<file path="config.mk">
export PLATFORM = sky130hd
export DESIGN_NAME = mux_timer_sel
export DESIGN_NICKNAME = d
export VERILOG_FILES = /design/src/rtl/mux_timer_sel.sv
export SDC_FILE = /design/constraint.sdc
export NUM_CORES = 1
export LEC_CHECK = 0
export CORE_MARGIN = 5
export CORE_UTILIZATION = 46
export CTS_BUF_LIST = sky130_fd_sc_hd__clkbuf_4
export DETAILED_ROUTE_END_ITERATION = 10
export GPL_TIMING_DRIVEN = 0
export PLACE_DENSITY_LB_ADDON = 0.3
export SLEW_MARGIN = 20
export SYNTH_ARGS = -nofsm -noshare
export SYNTH_HDL_FRONTEND = slang
export SYNTH_SLANG_ARGS = --single-unit
</file>
<file path="constraint.sdc">
create_clock -name clk -period 3.4 [get_ports clk]
set_clock_uncertainty 0.2 [all_clocks]
set_input_delay 0.68 -clock clk [delete_from_list [all_inputs] [get_ports clk]]
set_output_delay 0.68 -clock clk [all_outputs]
set_load 0.02 [all_outputs]
</file>
<file path="src/rtl/mux_timer_sel.sv">
// mux_timer_sel: registered N-source selector for the timer display path.
// Picks one timer source for the display. The source can be chosen manually
// through a request/acknowledge handshake, or the block can rotate through the
// sources on its own (auto-scan). After each source change the output is
// blanked for a short window. A hold mode freezes the displayed value.
module mux_timer_sel #(
  parameter int WIDTH     = 16,
  parameter int N_SRC     = 4,
  parameter int SEL_W     = 4,
  parameter int BLANK_CYC = 2,
  parameter int SCAN_DIV  = 1000
) (
  input  logic                   clk,
  input  logic                   rst,
  input  logic [N_SRC*WIDTH-1:0] src,
  input  logic [1:0]             mode,
  input  logic                   sel_req,
  input  logic [SEL_W-1:0]       sel,
  output logic                   sel_ack,
  output logic                   sel_err,
  output logic [SEL_W-1:0]       cur_sel,
  output logic [WIDTH-1:0]       dout,
  output logic                   blank,
  output logic                   busy
);

  // Slots beyond N_SRC read as zero, so every select code indexes a real entry.
  localparam int N_SLOT = 1 << SEL_W;
  localparam int SCAN_W = $clog2(SCAN_DIV);
  localparam int BCNT_W = (BLANK_CYC > 1) ? $clog2(BLANK_CYC) : 1;
  localparam bit HAS_BLANK = (BLANK_CYC > 0);

  // The blank counter is loaded with BLANK_CYC-1 and the window ends on the
  // edge where it reads zero, which gives exactly BLANK_CYC blanked cycles.
  localparam logic [BCNT_W-1:0] BLANK_LOAD = (BLANK_CYC > 0) ? BCNT_W'(BLANK_CYC - 1) : '0;
  localparam logic [SCAN_W-1:0] SCAN_LAST  = SCAN_W'(SCAN_DIV - 1);
  localparam logic [SEL_W:0]    N_SRC_EXT  = (SEL_W + 1)'(N_SRC);
  localparam logic [SEL_W-1:0]  LAST_SEL   = SEL_W'(N_SRC - 1);

  localparam logic [1:0] MODE_AUTO = 2'b01;
  localparam logic [1:0] MODE_HOLD = 2'b10;

  typedef enum logic [1:0] {
    RUN    = 2'd0,
    BLANK  = 2'd1,
    FROZEN = 2'd2
  } state_t;

  state_t             state_q, state_d;
  logic [SEL_W-1:0]   cur_sel_q, cur_sel_d;
  logic [WIDTH-1:0]   dout_q, dout_d;
  logic               sel_ack_q, sel_ack_d;
  logic               sel_err_q, sel_err_d;
  logic [BCNT_W-1:0]  blank_cnt_q, blank_cnt_d;
  logic [SCAN_W-1:0]  scan_cnt_q, scan_cnt_d;

  logic [WIDTH-1:0]   src_arr [N_SLOT];
  logic               sel_in_range;
  logic [SEL_W-1:0]   next_scan_sel;

  // Unpack the flat source bus into an indexable array.
  for (genvar k = 0; k < N_SLOT; k++) begin : g_src
    if (k < N_SRC) begin : g_used
      assign src_arr[k] = src[k*WIDTH +: WIDTH];
    end else begin : g_unused
      assign src_arr[k] = '0;
    end
  end

  assign sel_in_range  = ({1'b0, sel} < N_SRC_EXT);
  assign next_scan_sel = (cur_sel_q == LAST_SEL) ? '0 : cur_sel_q + 1'b1;

  // Next-state logic: handshake, auto-scan stepping, blanking and hold.
  always_comb begin
    state_d     = state_q;
    cur_sel_d   = cur_sel_q;
    dout_d      = dout_q;
    sel_ack_d   = 1'b0;
    sel_err_d   = 1'b0;
    blank_cnt_d = blank_cnt_q;
    scan_cnt_d  = scan_cnt_q;

    unique case (state_q)
      RUN: begin
        dout_d = src_arr[cur_sel_q];
        if (mode == MODE_HOLD) begin
          state_d = FROZEN;
        end else if (sel_req && sel_in_range) begin
          sel_ack_d  = 1'b1;
          scan_cnt_d = '0;
          if (sel != cur_sel_q) begin
            cur_sel_d = sel;
            if (HAS_BLANK) begin
              state_d     = BLANK;
              blank_cnt_d = BLANK_LOAD;
              dout_d      = '0;
            end
          end
        end else begin
          sel_err_d = sel_req;
          if (mode == MODE_AUTO) begin
            if (scan_cnt_q == SCAN_LAST) begin
              scan_cnt_d = '0;
              cur_sel_d  = next_scan_sel;
              if (HAS_BLANK) begin
                state_d     = BLANK;
                blank_cnt_d = BLANK_LOAD;
                dout_d      = '0;
              end
            end else begin
              scan_cnt_d = scan_cnt_q + 1'b1;
            end
          end else begin
            scan_cnt_d = '0;
          end
        end
      end

      BLANK: begin
        dout_d = '0;
        if (blank_cnt_q == '0) begin
          state_d = RUN;
          dout_d  = src_arr[cur_sel_q];
        end else begin
          blank_cnt_d = blank_cnt_q - 1'b1;
        end
      end

      FROZEN: begin
        if (mode != MODE_HOLD) begin
          state_d = RUN;
        end
      end

      default: begin
        state_d = RUN;
      end
    endcase
  end

  // State and output registers, cleared immediately by reset.
  always_ff @(posedge clk or posedge rst) begin
    if (rst) begin
      state_q     <= RUN;
      cur_sel_q   <= '0;
      dout_q      <= '0;
      sel_ack_q   <= 1'b0;
      sel_err_q   <= 1'b0;
      blank_cnt_q <= '0;
      scan_cnt_q  <= '0;
    end else begin
      state_q     <= state_d;
      cur_sel_q   <= cur_sel_d;
      dout_q      <= dout_d;
      sel_ack_q   <= sel_ack_d;
      sel_err_q   <= sel_err_d;
      blank_cnt_q <= blank_cnt_d;
      scan_cnt_q  <= scan_cnt_d;
    end
  end

  assign sel_ack = sel_ack_q;
  assign sel_err = sel_err_q;
  assign cur_sel = cur_sel_q;
  assign dout    = dout_q;
  assign blank   = (state_q == BLANK);
  assign busy    = (state_q != RUN);

endmodule

</file>
**Yosys cells after proc, flatten, opt, wreduce, memory -nomap -nowiden**

Cells that the tools add are included.

- Bits in latches: 0
- Bits of input ports: 73
- Register bits after elaboration: 35
- RAM bits: 0
- Memories kept: 0
- Output and inout port bits: 24
- Word-level logic and storage cells: 81
- ROM bits: 0

- Add/sub/neg operators: 3
- Eq/ne operators: 18
- Multiply operators: 0
- Bitwise logic cells: 2
- Mux-type cells: 39
- Reductions and logical operators: 10
- Magnitude comparators: 2
- Shifts and indexed selects: 0
- Div/mod/pow operators: 0

Operators by type and width:

| cell | count |
|---|---|
| 2-to-1 mux 16 bit | 8 |
| binary-select mux 16 bit (select 4 bit) | 1 |
| case mux 16 bit (2 select lines) | 1 |
| 2-to-1 mux 10 bit | 3 |
| 2-to-1 mux 4 bit | 5 |
| AND reduction 5 bit | 3 |
| 2-to-1 mux 2 bit | 7 |
| 2-to-1 mux 1 bit | 12 |
| != test 4 bit, second input constant | 3 |
| adder 10 x 1 -> 10 bit, second input constant | 1 |
| equality test 10 bit, second input constant | 1 |
| != test 3 bit, second input constant | 3 |
| != test 2 bit, second input constant | 4 |
| nonzero test 2 bit | 4 |
| case mux 2 bit (3 select lines) | 1 |
| >= comparator 5 bit, second input constant | 1 |
| inverter 4 -> 5 bit | 1 |
| adder 4 x 1 -> 4 bit, second input constant | 1 |
| equality test 2 x 1 -> 1 bit, second input constant | 2 |
| equality test 2 bit, second input constant | 2 |
| equality test 4 x 2 -> 1 bit, second input constant | 1 |
| < comparator 4 x 3 -> 1 bit, second input constant | 1 |
| != test 4 bit | 1 |
| zero test 2 bit | 1 |
| other kinds (6) | 6 |

**Longest topological paths before layout**

Gate-level depths: netlist of run 1.

- Word-level depth: 9
- Gate-level depth with buffers: 6
- Depth with buffers taken out: 5

**Least setup slack after synthesis of run 1**

OpenSTA, ideal clock, no wires.

- Kind: input to register
- Start point: input sel_req
- End point: register cur_sel_q[1] (netlist: cur_sel[1])
- Slack: 1097 ps
- Path buffers: 0
- Cell stages on the path: 4
- Arrival: 1978 ps
- Library setup time: 125 ps
- Data required time: 3075 ps
- Cell sequence: nor3b_1 > or4_4 > a21oi_2 > mux2_2

- Cells in the longest elaborated chain, start to end: 3
- Elaborated cells between the ends (all ways): 6
- Classes of those cells: eq/ne: 1; mux: 1; reduce/logical: 4

Ends and longest elaborated chain:

| what | RTL line | source |
|---|---|---|
| start, declared | 17 | `input logic sel_req,` |
| logical AND 1 bit * | 88 | `end else if (sel_req && sel_in_range) begin` |
| != test 2 x 1 -> 1 bit (no source line) or nonzero test 2 bit (tied branches) | n/a |  |
| AND reduction 5 bit (no source line) | n/a |  |
| end signal, assigned | 153 | `cur_sel_q <= cur_sel_d;` |
| end, declared | 50 | `logic [SEL_W-1:0] cur_sel_q, cur_sel_d;` |

Mark *: on every way between the ends. The rest lies on a longest branch, timed or not.
A chain may end at the register's enable or synchronous reset.

**Worst setup path in the final report of run 1**

- Start point: register state_q[0]
- End point: output blank

- Cells in the longest elaborated chain, start to end: 1

Ends and longest elaborated chain:

| what | RTL line | source |
|---|---|---|
| start, declared | 49 | `state_t state_q, state_d;` |
| start signal, assigned | 152 | `state_q <= state_d;` |
| equality test 2 x 1 -> 1 bit | 166 | `assign blank = (state_q == BLANK);` |
| end, declared | 23 | `output logic blank,` |

Every way passes these cells.

==> impl_metrics.yaml, run 1 <==
critical_path:
  cpPeakStageDelay_ns: 0.69
  crit_slowest_cell: "clkdlybuf4s50_1"
  cp.arrival_ns: 1.84
  path_delay_family: "buffers and inverters"
  path_cells: "nor2b_1 > clkdlybuf4s50_1"
  crit_buf_inv: 1
  cp.depth: 2
  cp_max_fo: 4
  cp.required_ns: 2.52
  critPathKind: "flip-flop to output port"
  setup.worst_path.end_class: "output port"
  r2r_cells: 5
  cp-start-kind: "flip-flop"
global_route:
  grt_start_max_net_pins: 36
  overflow: 0
  grt_pass1_vias: 1949
  grtUsageTotal_pct: 19.97
  antenna_found_initial: 0
  grt_pass1_wl_um: 9549
status:
  status: "complete, no violations"
timing:
  worst_slack_ns: 0.6821
  drv_slew: 0
  tns_ns: 0
  whs_ns: 0.3000
  tightest_slew_ns: 0.7970
  period_share_pct: 79.94
  rsz0062_at_grt: "no"
  setup-violations-final: 0
  hold_viol_final: 0
  fin_crit_ns: 2.718
  relSlewSlack_pct: 46.77
  max_freq_mhz: 367.9
clock_tree:
  ctsHoldBuffers: 0
  post_cts_buffers: 0
  cts_buffers: 5
  htreeDepth: 2
  path_clk_slew_ns: 0.12
  clock_latency_ns: 0.34
  cts_root_buffer: "clkbuf_4"
  ctsResizeCount: 0
  cts_tree: "built"
  cts.sinks: 35
  max-clock-path-buffers: 2
pwr:
  p_leak_nw: 1.259
  ir_drop_mv: 0.3923
  powerDensity_nw_per_um2: 579.2
  finalPower_mw: 1.846
worst_hold_path:
  hold_path_class: "flip-flop to flip-flop"
  hold_depth: 2
cells_and_area:
  synthToLayoutAreaGrowth_pct: 52.85
  layout-drive-gt1-share_pct: 11.84
  postLayoutCoreUtil_pct: 72.72
  layout.nets: 378
  fin_area_um2: 3188
  stdcell_count: 356
  diodes: 0
detailed_routing:
  routed_wl_um: 5936
  first_pass_iters: 4
  routed_via_density: 5.601
  drtIter0Drc: 111
  num_vias: 1994
  antenna_left: 0
  drc_errors: 0
  routedWlPerCell_um: 16.67
synth:
  yosysTopAreaCellShare_pct: 41.99
  synth_area_leader_cell: "dfrtp_1"
  synth_seq_area_share_pct: 41.99
  async_flop_share_pct: 100.0
  postSynthCellCount: 200
  synthTopCellsByCount: "nand2_1 (38), dfrtp_1 (35), o21ai_0 (21), mux4_2 (16), nor2_1 (10)"
  synth_most_common_cell: "nand2_1"
  ys_ff_latch: 35
  ys_types: 41
  synth_flop_cell: "dfrtp_1"
  synth_edf_count: 0
  avgSynthCellArea_um2: 10.43
  yosysWarnings: 0
  synth_area_um2: 2086
  synth_fp_nets: 275
  yosys-top-cells-area: "dfrtp_1 (42%), mux4_2 (17%), nand2_1 (6.8%)"
floorplanning:
  die_w_um: 77.34
  core_um2: 4384
  die_y_um: 77.34
  start_util_pct: 47.57
  pin_count: 97
  rows: 24
  dieArea_um2: 5981
placement:
  io_buffers: 96
  postPlaceCellArea_um2: 3112
  hpwl_um: 4663
  placed_cells: 348
  globalplace.congestion: 0.8046
  dp_slack_ns: 0.4375
run:
  drv_cap: 0
==> per-layer routing <==
layer | vias up | global-route usage (%) | routed length (µm)
met1 | 958 | 24.22 | 2283
met5 | - | 0 | 0
met2 | 80 | 34.93 | 3167
li1 | 949 | - | -
met3 | 7 | 4.398 | 386
met4 | 0 | 7.045 | 99
==> worst reg2reg max path: stages, from the launching register on <==
cell and delay (ns):
dfrtp_1 0.41, clkbuf_1 0.28, a2111oi_2 0.70, clkbuf_1 0.44
nand2_1 0.09, o21ai_0 0.20
==> sequential cells by signal (all words and copies together) (netlist names) <==
name / count
sel_err: 1
sel_ack: 1
blank_cnt_q: 1
dout: 16
state_q: 2
scan_cnt_q: 10
cur_sel: 4
==> kinds of logic after synthesis <==
family	share of synthesized area, %
compound gates	14.28
simple gates	18.30
flops	41.99
xor+xnor	2.100
buf+inv	3.299
mux	18.84
fa+ha+maj	1.200
==> area by class of cell <==
type,instances,area (µm²)
Fill cell,339,1196
Multi-Input combinational cell,150,1141
Timing Repair Buffer,96,960.9
Sequential cell,35,875.8
Tap cell,52,65.06
Buffer,9,46.29
Clock inverter,3,38.79
Clock buffer,5,37.54
Inverter,6,22.52
==> report_power, final <==
part / total (mW) / internal [mW] / leakage, nW / switching, mW
Combinational: 0.965 / 0.510 / 0.762 / 0.454
Sequential: 0.587 / 0.521 / 0.455 / 0.0656
Clock: 0.295 / 0.151 / 0.0426 / 0.144
==> layout by cell type (no fill, tap or decap), types with 3 or more instances in the layout <==
cell type	instances
a21oi_1	8
buf_2	4
clkbuf_1	4
clkbuf_4	5
clkdlybuf4s50_1	96
dfrtp_1	35
inv_1	5
mux4_2	16
nand2_1	38
nand3_1	5
nand4_1	3
nor2_1	10
nor3_1	3
nor4_1	3
o21ai_0	21
or3_1	4
xnor2_1	3
==> path summary, 6_finish.rpt <==
path                            start        to  slack (ns)
max                        state_q[0]     blank        0.68
min                          dout[10]  dout[10]        0.30
max reg2reg                state_q[1]   dout[4]        0.98
min reg2reg                  dout[10]  dout[10]        0.30
max in group asynchronous         rst   dout[4]        1.97
min in group asynchronous         rst   sel_err        0.56
Note: power is estimated with default switching activity, not from simulation.
==> run 2, diff against run 1 <==
Settings changed: CORE_UTILIZATION 46 to 39.
Clock period 3.4 ns to 2.5 ns, I/O delays scaled along.
==> run 2 against run 1 <==
- via count is essentially flat
- largest cell class unchanged
- die area grew 16%
- critical endpoint is now busy
- clock power grew 36%
- setup slack lost 0.56 ns
- hold slack lost 0.0090 ns
- register-to-register slack lost 0.72 ns
- sequential share of layout area shrank 0.39 points
==> impl_metrics.yaml, run 2 (same netlist as run 1, synthesis figures left out) <==
status:
  status: "complete, no violations"
pwr:
  netSwitchingPower_uw: 895.2
  seq_power_share_pct: 31.9
  intPower_mw: 1.609
  ir_drop_mv: 0.4852
  powerDensity_nw_per_um2: 774.2
  clkPwrFrac_pct: 16.0
  swShare_pct: 35.75
  power_frac_comb_pct: 52.1
  finalPower_mw: 2.504
  p_leak_nw: 1.281
global_route:
  grtUsageTotal_pct: 17.79
  grt_start_max_net_pins: 36
  grt_pass1_wl_um: 9942
  antenna_found_initial: 0
  grt_pass1_vias: 2108
  overflow: 0
detailed_routing:
  routed_wl_um: 6007
  routed_via_density: 5.334
  num_vias: 1995
  wl_met1_um: 2510
  dr_wl_met3_um: 401
  antenna_left: 0
  maxUsedRoutingLayer: "met4"
  drtIter0Drc: 103
  first_pass_iters: 4
  met2_length_um: 3004
  routedWlPerCell_um: 16.06
  drc_errors: 0
worst_hold_path:
  worstHoldEndpoint: "dout[15]"
  hold_depth: 2
  hold_path_class: "flip-flop to flip-flop"
  min-delay-start: "dout[15]"
timing:
  drv_slew: 0
  setup-violations-final: 0
  tightest_slew_ns: 0.7450
  period_share_pct: 95.25
  rsz0062_at_grt: "no"
  worst_slack_ns: 0.1187
  relSlewSlack_pct: 50.26
  fin_crit_ns: 2.381
  tns_ns: 0
  hold_viol_final: 0
  whs_ns: 0.2910
  max_freq_mhz: 419.9
critical_path:
  cp-start-kind: "flip-flop"
  cp.required_ns: 1.80
  r2r_end: "cur_sel[1]"
  cp_max_fo: 6
  ff2ff_setup_slack_ns: 0.26
  rr_startpoint: "scan_cnt_q[4]"
  setup.worst_path.end_class: "output port"
  critPathKind: "flip-flop to output port"
  cp.arrival_ns: 1.68
  r2r_cells: 4
clock_tree:
  htreeDepth: 2
  max-clock-path-buffers: 2
  path_clk_slew_ns: 0.11
  cts_root_buffer: "clkbuf_4"
  cts_buffers: 5
  ctsHoldBuffers: 0
  cts_tree: "built"
  post_cts_buffers: 0
  cts.sinks: 35
  ctsResizeCount: 1
  clock_latency_ns: 0.34
cells_and_area:
  largest_register_ffs: 16
  layout_commonest_cell: "clkdlybuf4s50_1"
  stdcell_count: 374
  fill_cells: 458
  diodes: 0
  layout-drive-gt1-share_pct: 12.83
  layout_common_cells: "clkdlybuf4s50_1 (95), nand2_1 (38), dfrtp_1 (35)"
  synthToLayoutAreaGrowth_pct: 55.07
  layout.nets: 378
floorplanning:
  die_w_um: 83.13
  die_y_um: 83.13
  start_util_pct: 40.58
  dieArea_um2: 6911
  core_um2: 5140
  rows: 26
  pin_count: 97
run:
  drv_cap: 0
placement:
  hpwl_um: 4770
  globalplace.congestion: 0.8281
  io_buffers: 96
  dp_slack_ns: -0.3566
  placed_cells: 366
-- run 2: critical path, stage by stage, from the launching register on --
cell,delay [ns]
dfrtp_1,0.47
nor2_2,0.08
inv_1,0.16
clkdlybuf4s50_1,0.63
-- run 2: power groups by stage --
stage | logic, mW | registers [mW] | clock network (mW)
after floorplan | 0.610 | 0.973 | 0
after global placement | 1.31 | 0.802 | 0
after detailed placement | 1.33 | 0.807 | 0
after CTS | 1.33 | 0.796 | 0.406
after global routing | 1.40 | 0.822 | 0.435
final | 1.30 | 0.799 | 0.400
-- run 2: worst max path at each step --
stage / start / to
floorplan: sel_req / cur_sel[1]
global placement: sel_req / scan_cnt_q[7]
detailed placement: sel_req / scan_cnt_q[3]
CTS: sel_req / scan_cnt_q[3]
global route: state_q[0] / busy
finish: state_q[0] / busy
-- run 2: metrics by stage --
stage	instance area [µm²]	util [%]
6_report	3234	62.93
3_5_place_dp	3134	60.98
3_3_place_gp	3134	60.98
5_1_grt	3234	62.93
2_1_floorplan	2086	-
4_1_cts	3213	62.51
-- run 2: final cells by class --
| cell class | count | area (µm²) | share of cell area (%) |
|---|---|---|---|
| clock inverters | 3 | 38.79 | 1.199 |
| repair buffers | 96 | 963.4 | 29.79 |
| plain buffers | 9 | 46.29 | 1.431 |
| well taps | 70 | 87.58 | 2.708 |
| inverters | 6 | 22.52 | 0.6963 |
| multi-input cells | 150 | 1162 | 35.94 |
| clock buffers | 5 | 37.54 | 1.161 |
| flip-flops and latches | 35 | 875.8 | 27.08 |
-- run 2: layer usage --
metal  vias to the layer above  track usage (%)
li1                        947                -
met1                       959            21.67
met2                        78            30.39
met3                        11            5.050
met4                         0            5.498
met5                         -                0
